### config.mk
export PLATFORM = sky130hd
export DESIGN_NAME = mem_arbiter_n_flat
export DESIGN_NICKNAME = d
export VERILOG_FILES = /design/src/rtl/mem_arbiter_n_if.sv /design/src/rtl/mem_arbiter_n.sv /design/src/flat_wrapper.sv
export SDC_FILE = /design/constraint.sdc
export NUM_CORES = 1
export LEC_CHECK = 0
export ABC_AREA = 1
export BUFFER_PORTS_ARGS = -buffer_cell sky130_fd_sc_hd__buf_2
export CORE_ASPECT_RATIO = 0.75
export CORE_MARGIN = 3
export CORE_UTILIZATION = 49
export DETAILED_ROUTE_END_ITERATION = 12
export GPL_TIMING_DRIVEN = 0
export PLACE_DENSITY_LB_ADDON = 0.25
export SYNTH_ARGS = -nofsm -noshare
export SYNTH_HDL_FRONTEND = slang
export SYNTH_SLANG_ARGS = --single-unit
### constraint.sdc
create_clock -name clk -period 5 [get_ports clk]
set_clock_uncertainty 0.2 [all_clocks]
set_input_delay 0.5 -clock clk [delete_from_list [all_inputs] [get_ports clk]]
set_output_delay 0.5 -clock clk [all_outputs]
set_load 0.01 [all_outputs]
### src/rtl/mem_arbiter_n_if.sv
// Request-channel bus between the memory clients (master) and mem_arbiter_n (slave).
// Per-channel fields are flattened: channel i occupies slice i of each vector.
interface mem_arbiter_n_if #(
  parameter int NUM_CH     = 2,
  parameter int ADDR_W     = 32,
  parameter int DATA_BYTES = 4,
  parameter int LEN_W      = $clog2(DATA_BYTES) + 1
);
  logic [NUM_CH-1:0]            ch_req;
  logic [NUM_CH-1:0]            ch_store;
  logic [NUM_CH*ADDR_W-1:0]     ch_addr;
  logic [NUM_CH*LEN_W-1:0]      ch_len;
  logic [NUM_CH*8*DATA_BYTES-1:0] ch_wdata;
  logic [NUM_CH-1:0]            ch_commit;
  logic [8*DATA_BYTES-1:0]      rdata;

  modport master (
    output ch_req, ch_store, ch_addr, ch_len, ch_wdata,
    input  ch_commit, rdata
  );

  modport slave (
    input  ch_req, ch_store, ch_addr, ch_len, ch_wdata,
    output ch_commit, rdata
  );
endinterface

### src/rtl/mem_arbiter_n.sv
// Byte-serial N-channel memory arbiter/controller onto a single 8-bit RAM/IO port.
// Define MEM_ARB_RR_EN for round-robin arbitration; otherwise fixed priority (channel 0 first).
module mem_arbiter_n #(
  parameter int NUM_CH     = 2,
  parameter int ADDR_W     = 32,
  parameter int DATA_BYTES = 4,
  parameter int READ_LAT   = 1,
  parameter int ARB_GAP    = 3
) (
  input  logic              clk,
  input  logic              rst_n,
  input  logic              rdy,
  input  logic              roll,
  input  logic              io_buffer_full,
  input  logic [7:0]        mem_din,
  output logic [7:0]        mem_dout,
  output logic [ADDR_W-1:0] mem_a,
  output logic              mem_wr,
  mem_arbiter_n_if.slave    bus
);
  localparam int LEN_W  = $clog2(DATA_BYTES) + 1;
  localparam int STEP_W = $clog2(DATA_BYTES + READ_LAT + 1) + 1;
  localparam int GAP_W  = (ARB_GAP < 1) ? 1 : $clog2(ARB_GAP + 1);
  localparam int CH_W   = (NUM_CH < 2) ? 1 : $clog2(NUM_CH);
  localparam logic [STEP_W-1:0] LAT_S = STEP_W'(READ_LAT);
  localparam logic [GAP_W-1:0]  GAP_S = GAP_W'(ARB_GAP);

  typedef enum logic [1:0] {S_IDLE, S_WRITE, S_READ} state_t;

  state_t                    state_q, state_d;
  logic [GAP_W-1:0]          gap_q, gap_d;
  logic [STEP_W-1:0]         step_q, step_d;
  logic [CH_W-1:0]           ch_q, ch_d;
  logic [ADDR_W-1:0]         addr_q, addr_d;
  logic [STEP_W-1:0]         len_q, len_d;
  logic [8*DATA_BYTES-1:0]   wdata_q, wdata_d;
  logic [ADDR_W-1:0]         mem_a_q, mem_a_d;
  logic [7:0]                mem_dout_q, mem_dout_d;
  logic                      mem_wr_q, mem_wr_d;
  logic [NUM_CH-1:0]         commit_q, commit_d;
  logic [8*DATA_BYTES-1:0]   rdata_q, rdata_d;

  logic [NUM_CH-1:0]         elig;
  logic                      win_found;
  logic [CH_W-1:0]           win_idx;
  logic [ADDR_W-1:0]         win_addr;
  logic [LEN_W-1:0]          win_len_raw;
  logic [STEP_W-1:0]         win_len;
  logic                      win_store;
  logic [8*DATA_BYTES-1:0]   win_wdata;
  logic [STEP_W-1:0]         step_nx;
  logic [STEP_W-1:0]         cap_idx;
  logic                      cap_en;

`ifdef MEM_ARB_RR_EN
  logic [CH_W-1:0]           ptr_q, ptr_d;
  int                        cand;
`endif

  // Stores aimed at the IO window (addr[17:16]==2'b11) wait while the IO buffer is full.
  always_comb begin
    for (int i = 0; i < NUM_CH; i++) begin
      elig[i] = bus.ch_req[i] &
                ~(bus.ch_store[i] & (bus.ch_addr[i*ADDR_W+16 +: 2] == 2'b11) & io_buffer_full);
    end
  end

  always_comb begin
    win_found = 1'b0;
    win_idx   = '0;
`ifdef MEM_ARB_RR_EN
    cand = 0;
    for (int off = 0; off < NUM_CH; off++) begin
      cand = (int'(ptr_q) + off) % NUM_CH;
      if (!win_found && elig[cand]) begin
        win_found = 1'b1;
        win_idx   = CH_W'(cand);
      end
    end
`else
    for (int i = NUM_CH - 1; i >= 0; i--) begin
      if (elig[i]) begin
        win_found = 1'b1;
        win_idx   = CH_W'(i);
      end
    end
`endif
    win_addr    = bus.ch_addr[int'(win_idx)*ADDR_W +: ADDR_W];
    win_len_raw = bus.ch_len[int'(win_idx)*LEN_W +: LEN_W];
    win_len     = (win_len_raw == '0) ? STEP_W'(DATA_BYTES) : STEP_W'(win_len_raw);
    win_store   = bus.ch_store[win_idx];
    win_wdata   = bus.ch_wdata[int'(win_idx)*8*DATA_BYTES +: 8*DATA_BYTES];
  end

  always_comb begin
    state_d    = state_q;
    gap_d      = gap_q;
    step_d     = step_q;
    ch_d       = ch_q;
    addr_d     = addr_q;
    len_d      = len_q;
    wdata_d    = wdata_q;
    mem_a_d    = mem_a_q;
    mem_dout_d = mem_dout_q;
    mem_wr_d   = 1'b0;
    commit_d   = '0;
    rdata_d    = rdata_q;
`ifdef MEM_ARB_RR_EN
    ptr_d      = ptr_q;
`endif
    step_nx    = step_q + 1'b1;
    cap_idx    = step_nx - LAT_S;
    cap_en     = (step_nx >= LAT_S) && (cap_idx < len_q);

    // Roll aborts everything except a store, which must complete to keep memory consistent.
    if (roll && (state_q != S_WRITE)) begin
      state_d    = S_IDLE;
      gap_d      = '0;
      mem_a_d    = '0;
      mem_dout_d = '0;
    end else if (rdy) begin
      case (state_q)
        S_IDLE: begin
          mem_a_d    = '0;
          mem_dout_d = '0;
          if (!win_found) begin
            gap_d = '0;
          end else if (gap_q == GAP_S) begin
            gap_d      = '0;
            ch_d       = win_idx;
            addr_d     = win_addr;
            len_d      = win_len;
            wdata_d    = win_wdata;
            step_d     = '0;
            rdata_d    = '0;
            mem_a_d    = win_addr;
            mem_wr_d   = win_store;
            mem_dout_d = win_wdata[7:0];
            state_d    = win_store ? S_WRITE : S_READ;
`ifdef MEM_ARB_RR_EN
            ptr_d      = (win_idx == CH_W'(NUM_CH - 1)) ? '0 : win_idx + 1'b1;
`endif
          end else begin
            gap_d = gap_q + 1'b1;
          end
        end
        S_WRITE: begin
          step_d = step_nx;
          if (step_nx == len_q) begin
            commit_d[ch_q] = 1'b1;
            mem_a_d        = '0;
            mem_dout_d     = '0;
            state_d        = S_IDLE;
          end else begin
            mem_a_d    = addr_q + ADDR_W'(step_nx);
            mem_dout_d = wdata_q[8*int'(step_nx) +: 8];
            mem_wr_d   = 1'b1;
          end
        end
        S_READ: begin
          step_d  = step_nx;
          mem_a_d = (step_nx < len_q) ? addr_q + ADDR_W'(step_nx) : '0;
          // Byte k returns READ_LAT edges after its address was presented.
          if (cap_en) begin
            rdata_d[8*int'(cap_idx) +: 8] = mem_din;
          end
          if (step_nx == len_q + LAT_S) begin
            commit_d[ch_q] = 1'b1;
            state_d        = S_IDLE;
          end
        end
        default: state_d = S_IDLE;
      endcase
    end
  end

  always_ff @(posedge clk or negedge rst_n) begin
    if (!rst_n) begin
      state_q    <= S_IDLE;
      gap_q      <= '0;
      step_q     <= '0;
      ch_q       <= '0;
      mem_a_q    <= '0;
      mem_dout_q <= '0;
      mem_wr_q   <= 1'b0;
      commit_q   <= '0;
      rdata_q    <= '0;
`ifdef MEM_ARB_RR_EN
      ptr_q      <= '0;
`endif
    end else begin
      state_q    <= state_d;
      gap_q      <= gap_d;
      step_q     <= step_d;
      ch_q       <= ch_d;
      mem_a_q    <= mem_a_d;
      mem_dout_q <= mem_dout_d;
      mem_wr_q   <= mem_wr_d;
      commit_q   <= commit_d;
      rdata_q    <= rdata_d;
`ifdef MEM_ARB_RR_EN
      ptr_q      <= ptr_d;
`endif
    end
  end

  // Access descriptor is only consumed after a grant, so it needs no reset.
  always_ff @(posedge clk) begin
    addr_q  <= addr_d;
    len_q   <= len_d;
    wdata_q <= wdata_d;
  end

  assign mem_a         = mem_a_q;
  assign mem_dout      = mem_dout_q;
  assign mem_wr        = mem_wr_q;
  assign bus.ch_commit = commit_q;
  assign bus.rdata     = rdata_q;
endmodule

### src/flat_wrapper.sv
// flat-port wrapper written by rule: the top's interface ports become plain ports
module mem_arbiter_n_flat 
#(
  parameter int NUM_CH     = 2,
  parameter int ADDR_W     = 32,
  parameter int DATA_BYTES = 4,
  parameter int READ_LAT   = 1,
  parameter int ARB_GAP    = 3
)
  (clk, rst_n, rdy, roll, io_buffer_full, mem_din, mem_dout, mem_a, mem_wr, bus_ch_req, bus_ch_store, bus_ch_addr, bus_ch_len, bus_ch_wdata, bus_ch_commit, bus_rdata);
  mem_arbiter_n_if #(.NUM_CH(NUM_CH), .ADDR_W(ADDR_W), .DATA_BYTES(DATA_BYTES)) bus_i ();
  input  logic clk;
  input  logic rst_n;
  input  logic rdy;
  input  logic roll;
  input  logic io_buffer_full;
  input  logic [7:0] mem_din;
  output logic [7:0] mem_dout;
  output logic [ADDR_W-1:0] mem_a;
  output logic mem_wr;
  input wire logic [$bits(bus_i.ch_req)-1:0] bus_ch_req;
  input wire logic [$bits(bus_i.ch_store)-1:0] bus_ch_store;
  input wire logic [$bits(bus_i.ch_addr)-1:0] bus_ch_addr;
  input wire logic [$bits(bus_i.ch_len)-1:0] bus_ch_len;
  input wire logic [$bits(bus_i.ch_wdata)-1:0] bus_ch_wdata;
  output wire logic [$bits(bus_i.ch_commit)-1:0] bus_ch_commit;
  output wire logic [$bits(bus_i.rdata)-1:0] bus_rdata;
  assign bus_i.ch_req = bus_ch_req;
  assign bus_i.ch_store = bus_ch_store;
  assign bus_i.ch_addr = bus_ch_addr;
  assign bus_i.ch_len = bus_ch_len;
  assign bus_i.ch_wdata = bus_ch_wdata;
  assign bus_ch_commit = bus_i.ch_commit;
  assign bus_rdata = bus_i.rdata;
  mem_arbiter_n #(.NUM_CH(NUM_CH), .ADDR_W(ADDR_W), .DATA_BYTES(DATA_BYTES), .READ_LAT(READ_LAT), .ARB_GAP(ARB_GAP)) u_core (.clk(clk), .rst_n(rst_n), .rdy(rdy), .roll(roll), .io_buffer_full(io_buffer_full), .mem_din(mem_din), .mem_dout(mem_dout), .mem_a(mem_a), .mem_wr(mem_wr), .bus(bus_i));
endmodule
# After elaboration in Yosys (flattened, before gate mapping)
# Index checks and enable logic that the tools add are counted.
# totals
reg_bits	152
inputBits	151
out_inout_bits	75
elab_cells	127
# classes
add_sub_neg	6
n_mul	1
magnitude_cmp	6
eq_ne	15
shifts	6
n_mux	52
bitwise	9
reduce_logical	19
# ops
op	n
$mux 32	9
$shiftx 64x7->32	2
$pmux 32 s3	1
$pmux 32 s2	1
$mux 8	5
$neg 7->33	1
$shift 8x33->32 const A	1
$shiftx 8x33->32	1
$add 32x4->32	1
$bwmux 32	1
$mux 2	16
$shiftx 32x8->8	1
$shiftx 6x32->3	1
$pmux 8 s2	1
$reduce_and 5->1	3
$ne 3x1->1 const B	4
$mux 1	11
$add 4x1->4 const B	2
$eq 2x2->1 const B	4
$eq 4x4->1	2
$lt 4x4->1	2
$mux 4	2
$ne 2x1->1 const B	4
$pmux 4 s2	1
other kinds (22)	37

# Depth between registers and ports, before layout
# Gate-level depths: netlist of the first run.
# depth
depth_word	15
depth_mapped	19
mapped_depth_nobuf	18

# Least setup slack after synthesis of the first run
# OpenSTA, ideal clock, no wires.
# synth_timing
path_kind	input to register
start	input port bus_ch_addr[49]
end	register u_core.step_q[1]
setup_ns	0.129
arrival_ns	4.574
t_required_ns	4.671
setup_slack_ns	0.097
cell_stages	9
n_path_buf	1
path_cell_list	nand3_1 o21a_1 buf_2 nand2b_1 nand4_1 nor2_1 inv_1 nand2_1 o22ai_1
# synth_via
elab_chain_len	9
# synth_lines
element	line_no	source
start: declaration	flat_wrapper.sv:23	input wire logic [$bits(bus_i.ch_addr)-1:0] bus_ch_addr;
$eq 2x2->1	mem_arbiter_n.sv:64	~(bus.ch_store[i] & (bus.ch_addr[i*ADDR_W+16 +: 2] == 2'b11) & io_buffer_full);
$and 1x1->1 (2 in a row)	mem_arbiter_n.sv:64	
$not 1->1	mem_arbiter_n.sv:64	
$and 1x1->1	mem_arbiter_n.sv:63	elig[i] = bus.ch_req[i] &
$mux 1 (2 in a row)	mem_arbiter_n.sv:82	if (elig[i]) begin
$ne 2x1->1 (no line)	--	
$reduce_and 5->1 (no line)	--	
end signal: assignment	mem_arbiter_n.sv:194	step_q <= step_d;
end: declaration	mem_arbiter_n.sv:32	logic [STEP_W-1:0] step_q, step_d;
# No other way between the ends.
# A chain may end at the register's enable or synchronous reset.

# Worst setup path in the final report of the first run
# layout_timing
start	register u_core.step_q[0]
end	register u_core.rdata_q[6], in the netlist u_core.bus.rdata[6]
# layout_via
elab_chain_len	7
word_cells_on_any_way	13
classes_between	add/sub: 3; order compare: 2; eq/ne: 1; shift: 2; mux: 3; reduce/logical: 2
# layout_lines
element	line_no	source
$add 4x1->4 *	mem_arbiter_n.sv:111	step_nx = step_q + 1'b1;
$sub 4x1->4	mem_arbiter_n.sv:112	cap_idx = step_nx - LAT_S;
$neg 7->33	mem_arbiter_n.sv:165	rdata_d[8*int'(cap_idx) +: 8] = mem_din;
$shiftx 8x33->32 / $shift 8x33->32 (equally long branches)	mem_arbiter_n.sv:165	
$bwmux 32	mem_arbiter_n.sv:165	
$mux 32	mem_arbiter_n.sv:164	if (cap_en) begin
$pmux 32 s2	mem_arbiter_n.sv:122	case (state_q)
end signal: assignment	mem_arbiter_n.sv:200	rdata_q <= rdata_d;
end: declaration	mem_arbiter_n.sv:41	logic [8*DATA_BYTES-1:0] rdata_q, rdata_d;
# Mark *: on every way between the ends. The rest lies on a longest branch, timed or not. The select of a mux whose other input is x is not followed.

==> results of run 1 <==
stage by stage:
step,hold WS (ns),total power [mW],instances,util [%]
after detailed placement,0.1795,3.487,1609,58.84
after global placement,0.2485,3.435,1606,58.36
after floorplan,0.004409,2.867,1139,-
final,0.1611,4.849,1642,62.33
after CTS,0.1540,4.831,1642,62.33
after global routing,0.1617,5.164,1642,62.33
cell usage in the layout, fill, tap and decap left out, drive strengths merged, types with 5 or more instances in the layout:
cell,instances
a21oi,48
a22oi,8
a31oi,8
buf,250
clkbuf,39
clkinv,5
dfrtp,84
edfxtp,67
ha,17
inv,95
mux2,32
nand2,419
nand3,114
nand4,15
nor2,71
nor3,23
nor4,5
o211ai,6
o21ai,52
or2,7
power by group:
| group | switching [mW] | internal (mW) |
|---|---|---|
| Clock | 0.582 | 0.760 |
| Sequential | 0.0661 | 1.40 |
| Combinational | 1.42 | 0.628 |
cells by family after synthesis:
family	after synthesis	synth area share, %
flops	151	45.88
simple gates	661	31.76
compound gates	136	8.679
xor+xnor	6	0.5860
buf+inv	134	6.376
fa+ha+maj	18	2.595
mux	33	4.130
sequential cells by signal, indices dropped and copies added (netlist names):
register	flops
u_core.wdata_q	32
u_core.mem_wr	1
u_core.ch_q	1
u_core.addr_q	32
u_core.mem_a	32
u_core.step_q	4
u_core.mem_dout	8
u_core.len_q	3
u_core.gap_q	2
u_core.bus.rdata	32
u_core.bus.ch_commit	2
u_core.state_q	2
per-layer routing:
metal | GRT usage [%] | routed length, um
met5 | 0 | 0
met2 | 40.08 | 11240
met4 | 6.500 | 295
met1 | 43.14 | 12920
met3 | 7.167 | 3430
layout make-up:
class	instances	share of cell area (%)
multi-input combinational	854	38.63
inverter	90	3.110
clock inverter	15	1.679
tap	242	2.727
clock buffer	17	3.831
timing repair buffer	229	10.93
sequential	151	37.05
buffer	44	2.040
path summary, 6_finish.rpt:
check	slack, ns	end	cells after the start
worst max register to register	0.75	u_core.bus.rdata[6]$_DFFE_PN0P_	18
worst max-delay path	0.75	u_core.bus.rdata[6]$_DFFE_PN0P_	18
worst min register to register	0.27	u_core.bus.rdata[28]$_DFFE_PN0P_	2
worst min-delay path	0.16	u_core.addr_q[21]$_DFFE_PP_	3
min in group asynchronous	0.27	u_core.bus.rdata[29]$_DFFE_PN0P_	2
max in group asynchronous	3.71	u_core.mem_a[11]$_DFFE_PN0P_	3
what timing repair did:
action,CTS,global route
hold buffers,1,0
gates resized for setup,0,0
hold endpoints to repair,15,0
worst max-delay path, stage by stage, from the launching register on:
cell and delay [ns]:
dfrtp_1 0.51, inv_1 0.16, buf_2 0.24, ha_1 0.43, buf_4 0.22, inv_4 0.13, nand2_2 0.09, inv_2 0.16
nand4_1 0.13, nand2_2 0.12, ha_1 0.24, clkbuf_1 0.21, inv_1 0.12, clkbuf_1 0.35, nand4_1 0.38, nand2_1 0.17
nand2_2 0.13, nand2_1 0.10, nand2_1 0.05
==> results by group, run 1 <==
Outcome
  • Status: complete, no violations

Critical path
  • WS Path Type: register to register
  • Crit-path max FO: 12
  • Worst R2R Start: u_core.step_q[0]$_DFFE_PN0P_
  • Endpoint class of the critical path: register
  • Critical Path AT: 4.38 ns
  • Worst EP required: roughly 5 ns
  • Critical path startpoint category: register
  • Setup crit start: u_core.step_q[0]$_DFFE_PN0P_

GRT
  • Grt ovf: 0
  • GR Util All Layers: 28.17%
  • Global-route wire length before repair: between 40 and 50 mm
  • Initial antenna violation count: 0
  • Maximum number of pins on one net before global-route repair: 70
  • Vias in the first global route: 8094

Die
  • Die Ht: roughly 120 um
  • Initial Util: 50.34%
  • Area of the die: 19980 um2
  • IO Pins: 226
  • Row Count: 42
  • Chip Width: roughly 160 um
  • Core box area: 17810 um2

Power and ir drop
  • VDD IR max: between 0.00015 and 0.0002 V
  • Power Density: ~440 nW/um2
  • Leakage: 5.454 nW

CTS
  • Setup Buffers After CTS: 0
  • CTS tree: built
  • CTS Sinks: 151
  • Total CTS buffers: 17
  • Maximum clock path buffer count: 2
  • # H-tree levels: 4
  • Clk Latency, worst-skew pair: 0.43 ns
  • Clock root buffer: clkbuf_16
  • Clock slew seen by the registers of the worst setup and hold paths: 0.07 ns

Synth
  • Top_reg_cell synth: dfrtp_1
  • Area leader, netlist: dfrtp_1
  • Post-Synthesis Cells: 1139
  • Net Count, Synth: 1308
  • Synth top area share: 23.44%
  • Yosys cell types: 49
  • Post-synth ARST share: 55.63%
  • Syn. warnings: 0
  • Yosys reg bits: roughly 150
  • Synthesized area: 8967 um2
  • Post-synth EDFFs: between 60 and 70
  • Syn Area/Cell: 7.873 um2
  • Seq/Total Area, Yosys: 45.88%
  • Most instantiated cells after synthesis: nand2_1 (403), nand3_1 (113), dfrtp_1 (84)
  • Synth area leaders: dfrtp_1 (23%), edfxtp_1 (22%), nand2_1 (17%)
  • Most instantiated library cell after synthesis: nand2_1

Route
  • DRC viols: 0
  • Total Wirelength: about 28 mm
  • Via count: 8790
  • DRT Pass-1 Iters: 6
  • ANT nets after route: 0
  • First DRT Iteration DRCs: 995
  • Vias per inst: 5.353
  • Post-DR wirelength/cell: 16.98 um

Final layout
  • Synth-to-layout area growth: 23.82%
  • Cell area after layout: 11100 um2
  • Layout cell share with drive strength beyond 1: between 20% and 30%
  • Area of the multi-input gates: 4289 um2
  • Ant. Diodes: 0
  • Layout Nets: 1556
  • Storage cell area: 4114 um2
  • Fillers: 1598

STA
  • # setup viols final: 0
  • Final Critical Period: 4.250 ns
  • Final period util: ~85%
  • Fmax: around 240 MHz
  • Tightest Pin Transition: 0.9378 ns
  • Max-slew violations: 0
  • Setup TNS: 0 ns
  • Final WS setup: 0.7504 ns
  • RSZ-0062 raised after global routing: no
  • Relative slew slack: 36.96%
  • Final Hold Vio Count: 0

Place
  • HPWL Detailed: 21.87 mm
  • Port buffer count: around 230
  • Setup WS pre-CTS: 0.8214 ns
  • RePlAce Congestion: 0.9958
  • Post-Place Cell Area: around 10000 um2

Min path
  • Hold Path Origin: bus_ch_addr[21]
  • Worst Hold Class: input port to register

Run
  • Maxcap violations: 0
No activity file was read; power rests on OpenSTA's default activity.
==> run 2: changes to the inputs <==
--- a/config.mk
+++ b/config.mk
@@ -5,11 +5,11 @@
 export SDC_FILE = /design/constraint.sdc
 export NUM_CORES = 1
 export LEC_CHECK = 0
-export ABC_AREA = 1
+export ABC_AREA = 0
 export BUFFER_PORTS_ARGS = -buffer_cell sky130_fd_sc_hd__buf_2
 export CORE_ASPECT_RATIO = 0.75
 export CORE_MARGIN = 3
-export CORE_UTILIZATION = 49
+export CORE_UTILIZATION = 48
 export DETAILED_ROUTE_END_ITERATION = 12
 export GPL_TIMING_DRIVEN = 0
 export PLACE_DENSITY_LB_ADDON = 0.25
==> constraint.sdc (replaced) <==
create_clock -name clk -period 3.8 [get_ports clk]
set_clock_uncertainty 0.2 [all_clocks]
set_input_delay 0.38 -clock clk [delete_from_list [all_inputs] [get_ports clk]]
set_output_delay 0.38 -clock clk [all_outputs]
set_load 0.01 [all_outputs]
==> results by group, run 2 <==
Critical path
  • Max stage delay on crit path: 0.56 ns
  • Slowest CP cell: or4b_4
  • CP Cell Sequence: buf_6 > clkinvlp_4 > ha_4 > buf_2 > nor3b_1 > a21oi_1 > o22ai_2 > nand2_1 > xnor2_1 > ha_1 > inv_1 > or4b_4 > nor3_4 > buf_4 > a22o_1
  • WS Path Type: register to register
  • Worst EP required: a little under 4 ns
  • Crit-path max FO: 8
  • Worst path buffer plus inverter count: 5
  • Endpoint class of the critical path: register
  • Critical path startpoint category: register
  • Critical Path Stages: 15
  • Critical Path AT: 3.82 ns
  • R2r worst-path depth: 15
  • Crit path max-delay family: simple AND/OR/NAND/NOR gates

Place
  • RePlAce Congestion: 0.8524
  • Setup WS pre-CTS: -0.6491 ns
  • Port buffer count: 225
  • HPWL Detailed: ~16 mm

GRT
  • Grt ovf: 0
  • Global-route wire length before repair: 34.80 mm
  • Vias in the first global route: 6355
  • Initial antenna violation count: 3
  • GR Util All Layers: 24.21%
  • Maximum number of pins on one net before global-route repair: 72

Route
  • Vias per inst: about 5.6
  • DRT Pass-1 Iters: 5
  • First DRT Iteration DRCs: 507
  • Total Wirelength: 22.16 mm
  • DRC viols: 0
  • Post-DR wirelength/cell: 19.14 um
  • Via count: 6485
  • ANT nets after route: 0

STA
  • # setup viols final: 0
  • Tightest Pin Transition: roughly 0.9 ns
  • Final WS setup: 0.1408 ns
  • Final period util: 96.30%
  • Max-slew violations: 0
  • Fmax: 273.3 MHz
  • Final Hold Vio Count: 0
  • RSZ-0062 raised after global routing: yes
  • Relative slew slack: between 30% and 40%
  • Final Critical Period: about 3.7 ns

Synth
  • Yosys reg bits: approximately 150
  • Yosys cell types: 61
  • Synthesized area: 8038 um2
  • Post-synth ARST share: 55.63%
  • Syn. warnings: 0
  • Seq/Total Area, Yosys: 51.18%
  • Most instantiated cells after synthesis: dfrtp_1 (84), nand2_1 (71), edfxtp_1 (67)
  • Syn Area/Cell: about 12 um2
  • Synth top area share: 26.15%
  • Net Count, Synth: 850
  • Post-synth EDFFs: 67
  • Top_reg_cell synth: dfrtp_1
  • Area leader, netlist: dfrtp_1
  • Most instantiated library cell after synthesis: dfrtp_1
  • Synth area leaders: dfrtp_1 (26%), edfxtp_1 (25%), mux2_2 (4.8%)
  • Post-Synthesis Cells: 681

Power and ir drop
  • Total power: 3.804 mW
  • Leakage: 4.557 nW
  • Switch Pwr: 0.9297 mW
  • Sequential group share of total power: between 40 and 50%
  • Comb power frac: approximately a tenth
  • Power Density: 373.8 nW/um2
  • Clk pwr share: 44.5%
  • Internal power: 2.875 mW
  • Switching Share: 24.44%
  • VDD IR max: 0.0002761 V

Final layout
  • Layout cell share with drive strength beyond 1: between 30 and 40%
  • Most frequent cells in the layout: buf_2 (237), dfrtp_1 (84), nand2_1 (71), edfxtp_1 (67), inv_1 (52)
  • Layout Nets: 1103
  • Synth-to-layout area growth: 26.63%
  • Commonest non-fill, non-tap cell in the layout: buf_2
  • Fillers: 1323
  • Final Util: 62.77%

Run
  • Maxcap violations: 0

CTS
  • Total CTS buffers: 17
  • Clock slew seen by the registers of the worst setup and hold paths: 0.07 ns
  • # H-tree levels: 4
  • CTS tree: built
  • Clock root buffer: clkbuf_16
  • CTS Sinks: 151
  • Maximum clock path buffer count: 2
  • Clk Latency, worst-skew pair: 0.43 ns

Die
  • Chip Width: roughly 160 um
  • Row Count: 40
  • Die Ht: around 120 um
  • Initial Util: between 40% and 50%
  • Core box area: around 16000 um2
  • IO Pins: 226
  • Area of the die: roughly 18000 um2

Min path
  • Worst Hold Class: input port to register
  • Hold Path Stages: 2

Outcome
  • Status: complete, no violations
-- run 2: cell count changes after synthesis, sizes merged, moves of 11 or more --
cell,previous run,this run
o221ai,0,32
a22o,0,25
nor3,23,12
xnor2,2,36
inv,87,56
o21ai,52,19
nand2,419,71
nor2,71,20
nand3,114,23
mux2i,1,35
a21oi,48,7
-- run 2: worst paths after layout --
| kind | startpoint | end | slack, ns |
|---|---|---|---|
| worst max-delay path | u_core.step_q[0]$_DFFE_PN0P_ | u_core.bus.rdata[28]$_DFFE_PN0P_ | 0.14 |
| worst min-delay path | mem_din[1] | u_core.bus.rdata[25]$_DFFE_PN0P_ | 0.05 |
| worst max register to register | u_core.step_q[0]$_DFFE_PN0P_ | u_core.bus.rdata[28]$_DFFE_PN0P_ | 0.14 |
| worst min register to register | u_core.mem_a[8]$_DFFE_PN0P_ | u_core.mem_a[8]$_DFFE_PN0P_ | 0.28 |
| max in group asynchronous | rst_n | u_core.mem_dout[4]$_DFFE_PN0P_ | 2.54 |
| min in group asynchronous | rst_n | u_core.bus.rdata[9]$_DFFE_PN0P_ | 0.20 |
-- run 2: kinds of logic after synthesis --
| family | count (synthesis) | share of synthesized area, % |
|---|---|---|
| and+or+nand+nor | 186 | 12.17 |
| DFF | 151 | 51.18 |
| AOI/OAI and AO/OA | 115 | 12.56 |
| buffers and inverters | 92 | 4.826 |
| muxes | 77 | 11.36 |
| xor gates and xnor gates | 40 | 4.686 |
| adders and majority gates | 20 | 3.207 |
-- run 2: repair_timing --
| action | CTS | global route |
|---|---|---|
| pin swaps | 3 | 2 |
| hold buffers | 1 | 0 |
| endpoints found under the hold margin | 23 | 0 |
| gates resized for setup | 7 | 6 |
| setup buffers | 3 | 5 |
| setup endpoints to repair | 32 | 32 |
-- run 2: cell type report --
type	count	area (um2)	area share, %
Antenna cell	1	2.502	0.02459
Tap cell	210	262.8	2.581
Clock buffer	20	471.7	4.634
Inverter	57	222.7	2.188
Buffer	34	178.9	1.758
Multi-Input combinational cell	438	3576	35.13
Sequential cell	151	4114	40.42
Timing Repair Buffer	235	1239	12.17
Clock inverter	12	111.4	1.094
-- run 2: per-stage QoR --
step / hold slack [ns] / TNS [ns] / cell area, um2 / instances
after floorplan: -0.1156 / 0 / 8038 / 681
after global placement: 0.2662 / -46.55 / 9427 / 1116
after detailed placement: 0.1095 / -18.76 / 9459 / 1117
after CTS: 0.02386 / 0 / 10120 / 1153
after global routing: 0.04300 / -0.9487 / 10180 / 1158
final: 0.04571 / 0 / 10180 / 1158
-- run 2: metal layers --
layer,track usage [%],vias up,wire (um)
met5,0,-,21
met4,6.342,4,346
met3,6.505,34,1759
met2,35.92,285,9979
met1,35.26,3131,10060
li1,-,3031,-
-- run 2: power by group through the flow --
stage / clock network [mW] / registers, mW / logic (mW)
after global placement: 0 / 1.78 / 0.347
after detailed placement: 0 / 1.78 / 0.357
after floorplan: 0 / 1.79 / 0.166
after CTS: 1.71 / 1.75 / 0.361
final: 1.69 / 1.75 / 0.359
after global routing: 1.77 / 1.75 / 0.399
